$ cat config.mk
export PLATFORM = sky130hd
export DESIGN_NAME = serial_sub_ctrl
export DESIGN_NICKNAME = d
export VERILOG_FILES = /design/src/rtl/serial_sub_ctrl.sv
export SDC_FILE = /design/constraint.sdc
export NUM_CORES = 1
export LEC_CHECK = 0
export BUFFER_PORTS_ARGS = -buffer_cell sky130_fd_sc_hd__buf_2
export CAP_MARGIN = 20
export CORE_ASPECT_RATIO = 0.6
export CORE_UTILIZATION = 30
export CTS_BUF_LIST = sky130_fd_sc_hd__clkbuf_16
export CTS_CLUSTER_SIZE = 30
export DETAILED_ROUTE_END_ITERATION = 6
export PLACE_DENSITY = 0.57
export SYNTH_ARGS = -nofsm -noshare
export SYNTH_HDL_FRONTEND = slang
export SYNTH_SLANG_ARGS = --single-unit
$ cat constraint.sdc
create_clock -name clk -period 1.2 [get_ports clk]
set_input_delay 0.24 -clock clk [delete_from_list [all_inputs] [get_ports clk]]
set_output_delay 0.24 -clock clk [all_outputs]
set_load 0.02 [all_outputs]
$ cat src/rtl/serial_sub_ctrl.sv
`default_nettype none
// ============================================================================
// Module   : serial_sub_ctrl
// Purpose  : Bit-serial subtractor, DIFF = A - B, one bit per clock, LSB first.
//            Two cascaded half-subtractor cells plus a borrow flop form the
//            per-bit datapath; a 3-state FSM and bit counter sequence it.
// Options  : SERIAL_SUB_CMP_EN adds registered a_lt_b / a_eq_b outputs.
// Revision : 1.0 - initial release
// ============================================================================
module serial_sub_ctrl #(
  parameter int WIDTH = 8
) (
  input  logic             clk,
  input  logic             rst,
  input  logic             start,
  input  logic [WIDTH-1:0] a,
  input  logic [WIDTH-1:0] b,
  output logic             busy,
  output logic             done,
  output logic [WIDTH-1:0] diff,
`ifdef SERIAL_SUB_CMP_EN
  output logic             a_lt_b,
  output logic             a_eq_b,
`endif
  output logic             bout
);

  // Counter must be at least one bit wide even for WIDTH=1
  localparam int CW = (WIDTH > 1) ? $clog2(WIDTH) : 1;
  localparam logic [CW-1:0] c_LAST = CW'(WIDTH - 1);

  typedef enum logic [1:0] {
    S_IDLE = 2'd0,
    S_RUN  = 2'd1,
    S_DONE = 2'd2
  } state_t;

  state_t           state_q, state_d;
  logic [WIDTH-1:0] a_q, a_d;
  logic [WIDTH-1:0] b_q, b_d;
  logic [WIDTH-1:0] diff_q, diff_d;
  logic             brw_q, brw_d;
  logic             bout_q, bout_d;
  logic [CW-1:0]    cnt_q, cnt_d;
`ifdef SERIAL_SUB_CMP_EN
  logic             lt_q, lt_d;
  logic             eq_q, eq_d;
`endif

  // Per-bit datapath: first half-subtractor on a0/b0, second on (d1, borrow)
  logic             w_d1, w_bw1, w_bit, w_bw2, w_brw_next;
  logic [WIDTH-1:0] w_diff_shift;

  assign w_d1       = a_q[0] ^ b_q[0];
  assign w_bw1      = ~a_q[0] & b_q[0];
  assign w_bit      = w_d1 ^ brw_q;
  assign w_bw2      = ~w_d1 & brw_q;
  assign w_brw_next = w_bw1 | w_bw2;

  // New difference bit enters at the MSB end; a single-bit result has no tail
  generate
    if (WIDTH == 1) begin : g_shift_w1
      assign w_diff_shift = w_bit;
    end else begin : g_shift_wn
      assign w_diff_shift = {w_bit, diff_q[WIDTH-1:1]};
    end
  endgenerate

  // Next-state and datapath update
  always_comb begin
    state_d = state_q;
    a_d     = a_q;
    b_d     = b_q;
    diff_d  = diff_q;
    brw_d   = brw_q;
    bout_d  = bout_q;
    cnt_d   = cnt_q;
`ifdef SERIAL_SUB_CMP_EN
    lt_d    = lt_q;
    eq_d    = eq_q;
`endif
    case (state_q)
      S_IDLE: begin
        if (start) begin
          a_d     = a;
          b_d     = b;
          brw_d   = 1'b0;
          cnt_d   = '0;
          diff_d  = '0;
          bout_d  = 1'b0;
`ifdef SERIAL_SUB_CMP_EN
          lt_d    = 1'b0;
          eq_d    = 1'b0;
`endif
          state_d = S_RUN;
        end
      end
      S_RUN: begin
        a_d    = a_q >> 1;
        b_d    = b_q >> 1;
        brw_d  = w_brw_next;
        diff_d = w_diff_shift;
        cnt_d  = cnt_q + CW'(1);
        if (cnt_q == c_LAST) begin
          bout_d  = w_brw_next;
`ifdef SERIAL_SUB_CMP_EN
          lt_d    = w_brw_next;
          eq_d    = (w_diff_shift == '0);
`endif
          state_d = S_DONE;
        end
      end
      S_DONE:  state_d = S_IDLE;
      default: state_d = S_IDLE;
    endcase
  end

  // FSM state register
  always_ff @(posedge clk or posedge rst) begin
    if (rst) state_q <= S_IDLE;
    else     state_q <= state_d;
  end

  // Operand, result, borrow and counter registers
  always_ff @(posedge clk or posedge rst) begin
    if (rst) begin
      a_q    <= '0;
      b_q    <= '0;
      diff_q <= '0;
      brw_q  <= 1'b0;
      bout_q <= 1'b0;
      cnt_q  <= '0;
`ifdef SERIAL_SUB_CMP_EN
      lt_q   <= 1'b0;
      eq_q   <= 1'b0;
`endif
    end else begin
      a_q    <= a_d;
      b_q    <= b_d;
      diff_q <= diff_d;
      brw_q  <= brw_d;
      bout_q <= bout_d;
      cnt_q  <= cnt_d;
`ifdef SERIAL_SUB_CMP_EN
      lt_q   <= lt_d;
      eq_q   <= eq_d;
`endif
    end
  end

  assign busy = (state_q == S_RUN);
  assign done = (state_q == S_DONE);
  assign diff = diff_q;
  assign bout = bout_q;
`ifdef SERIAL_SUB_CMP_EN
  assign a_lt_b = lt_q;
  assign a_eq_b = eq_q;
`endif

endmodule
`default_nettype wire

==> out/summary.md <==
* number of buffers and inverters on the critical path: 2
* number of buffer cells added on primary ports: 29
* register-to-register setup slack: -0.09 ns
* number of inserted diodes: 0
* DRC violation count after routing: 0
* drt first pass iters: 4
* number of DRC violations after detailed-routing iteration 0: 44
* slew at the pin with the worst max-slew slack: 0.410 ns
* setup_tns: -1.31 ns
* data required time at the worst endpoint: 0.96 ns
* CTS hold repair buffers: 0
* cell row count: 19
* insertion delay of the later-clocked pin in the worst-skew pair: 0.27 ns
* sequential share of the synthesized area: 51.6%
* Die Outline Area: 5310 um^2
* total I/O pin count: 30
* total wire length: 3930 um
* cell area after synthesis: 1500 um^2
* CP max-delay cell: dfrtp_2
* violated checks: setup timing
* horizontal die dimension: 93.4 um
* capture instance of the worst register-to-register path: a_q[2]
* RSZ-0062 raised after global routing: true
* share of cells above drive strength 1: 55.7%
* Clock Pin Slew Worst Setup and Hold Paths: 0.05 ns
* cell at the root of the clock tree: clkbuf_16
* DIE HEIGHT: 56.8 um
* critical path launch point type: flop
* max incr delay on CP: 0.44 ns
* CP Capture Type: output pin
* Most common cell on crit path: buf_6
* R2R Path Start: state_q[1]
* Starting Density: 32.1%
* net count of the finished layout: 195
* FF+latch count, synth: 31
* CTS H-tree depth: 2
* number of max-cap violations: 0
* hold slack: 0.0527 ns
* total cell area at the placement stage: 1820 um^2
* yosys synthesis warning count: 0
* CTS buffer count: 5
* Core Footprint: 4680 um^2
* global-route wire length before repair: 6210 um
* Leak Pwr: 1.05 nW
* antenna violations before repair: 0
* worst vdd ir: 1.04 mV
* slew margin rel.: 72.6%
* end of the critical path: done
* Overflow after GRT: 0
* via count of the first global-routing pass: 1,232
* period utilization: 110%
* number of cells on the critical path: 3
* start-to-end type of the worst setup path: flop to output pin
* dominant delay contributor by cell family on the critical path: flip-flops
* net count of the mapped netlist: 142
* CTS sink count: 31
* run status: finished, violations left
* upper clock frequency limit: 0.757 GHz
* number of different library cells in the post-synthesis netlist: 27
* number of pins with negative max-slew slack in the final report: 0
* pre-CTS setup slack: -0.0665 ns
* Layout Cell Area excl Fill: 2310 um^2
* RePlAce Congestion: 0.747
* data arrival time of the critical path: 1.08 ns
* r2r worst-path depth: 4
* Hold Path Class: input port to async pin
* final count of hold timing violations: 0
* routed wirelength normalized by instance count: 16.6 um
* pin count of the biggest net entering global routing: 32
* CTS tree: done
* average instance area after synthesis: 12.5 um^2
* estimated wirelength of the detail-placed design: 2430 um
* overall track demand over capacity in global routing: 15.8%
* cell count after synthesis: 120
* Post-Route Skew: 0.00460 ns
* antenna-violating nets left: 0
* number of buffers on the longest clock path: 2
* Area Overhead vs Synth: 53.8%
* post-layout worst setup margin: -0.121 ns
* post-layout min period: 1.32 ns
* timing startpoint of the critical path: state_q[1]
* setup-violating endpoint count in the final report: 26
* cell breakdown of the critical path: buf_6, nor2b_4, buf_6
* total power per unit cell area: 2660 nW/um^2
* Avg Vias per Cell: 4.97
* critical path fanouts, max: 4
* number of fill cells in the layout: 419
* via total after detailed routing: 1,177
[how the worst min path moves through the flow]
stage               startpoint      to
floorplan                  rst  a_q[0]
global placement           rst  a_q[1]
detailed placement         rst  a_q[2]
CTS                        rst  a_q[2]
global route               rst  b_q[5]
finish                     rst  a_q[2]
[through the flow]
step / util (%) / cells / power, mW
2_1_floorplan: - / 120 / 3.39
4_1_cts: 47.8 / 235 / 5.97
3_5_place_dp: 38.8 / 216 / 4.13
5_1_grt: 49.4 / 237 / 6.52
6_report: 49.4 / 237 / 6.16
3_3_place_gp: 38.8 / 216 / 4.05
[cells in the final DEF, fill, tap and decap left out, drive strengths merged, types with 2 or more instances in the layout]
cell type / n
nor2: 5
dfrtp: 31
o21bai: 2
nand2b: 3
nor4b: 14
a221oi: 14
clkbuf: 5
clkinv: 2
a22o: 12
buf: 55
ha: 2
inv: 18
[cells in the mapped netlist (all sizes together)]
| master | count | area share, % |
|---|---|---|
| dfrtp | 31 | 52 |
| inv | 17 | 4.2 |
| a221oi | 14 | 12 |
| nor4b | 14 | 9.0 |
| a22o | 12 | 7.0 |
| buf | 10 | 4.5 |
| nor2 | 5 | 1.2 |
| nand2b | 3 | 1.4 |
| ha | 2 | 1.7 |
| a21oi | 1 | 0.33 |
| and2 | 1 | 0.42 |
| fa | 1 | 1.3 |
| mux2i | 1 | 0.67 |
| nand2 | 1 | 0.25 |
| nand3b | 1 | 0.50 |
| nor2b | 1 | 0.42 |
| nor3b | 1 | 0.50 |
| o21ba | 1 | 0.67 |
| o21bai | 1 | 1.2 |
| o221ai | 1 | 0.58 |
| o2bb2ai | 1 | 0.58 |
[flip-flops by register name, summed over array words and instances (netlist names)]
register and count:
cnt_q 3, a_q 8, brw_q 1, b_q 8, diff 8, state_q 2, bout 1
[layer usage]
layer  share of wire (%)  vias up  track usage (%)
li1                    -      552                -
met3                 3.7        2             5.42
met1                  51      604             23.1
met5                   0        -                0
met4                0.28        0             2.64
met2                  45       19             22.7
[worst register-to-register path, cell delays in order (launching register included)]
cell and delay (ns):
dfrtp_2 0.44, buf_6 0.14, o21bai_4 0.21, buf_6 0.17, a221oi_4 0.22
[power by group]
group	internal [mW]	switching, mW	total [mW]	leakage, nW
Clock	0.745	0.423	1.17	0.0701
Sequential	1.52	0.272	1.79	0.378
Combinational	1.65	1.55	3.20	0.603
Total	3.91	2.24	6.16	1.05
[layout make-up]
type,count,area [um^2],area share (%)
timing repair buffer,55,460,19.9
sequential,31,778,33.6
clock buffer,5,125,5.41
inverter,17,66.3,2.87
tap,63,78.8,3.41
clock inverter,3,11.3,0.487
multi-input combinational,63,793,34.3
[cell families (layout without fill, tap and decap cells)]
logic type / Yosys count / count (layout) / synth area share, %
AOI/OAI and AO/OA: 31 / 32 / 22.3
DFF: 31 / 31 / 51.6
and+or+nand+nor: 27 / 27 / 13.7
buffers and inverters: 27 / 80 / 8.74
adders and majority gates: 3 / 3 / 2.99
muxes: 1 / 1 / 0.666
[what timing repair did]
action	in CTS	in global routing
pin swaps	7	5
resized for setup	39	8
cloned	3	0
buffers inserted	8	2
setup endpoints to repair	24	31
No activity file was read; power rests on OpenSTA's default activity.
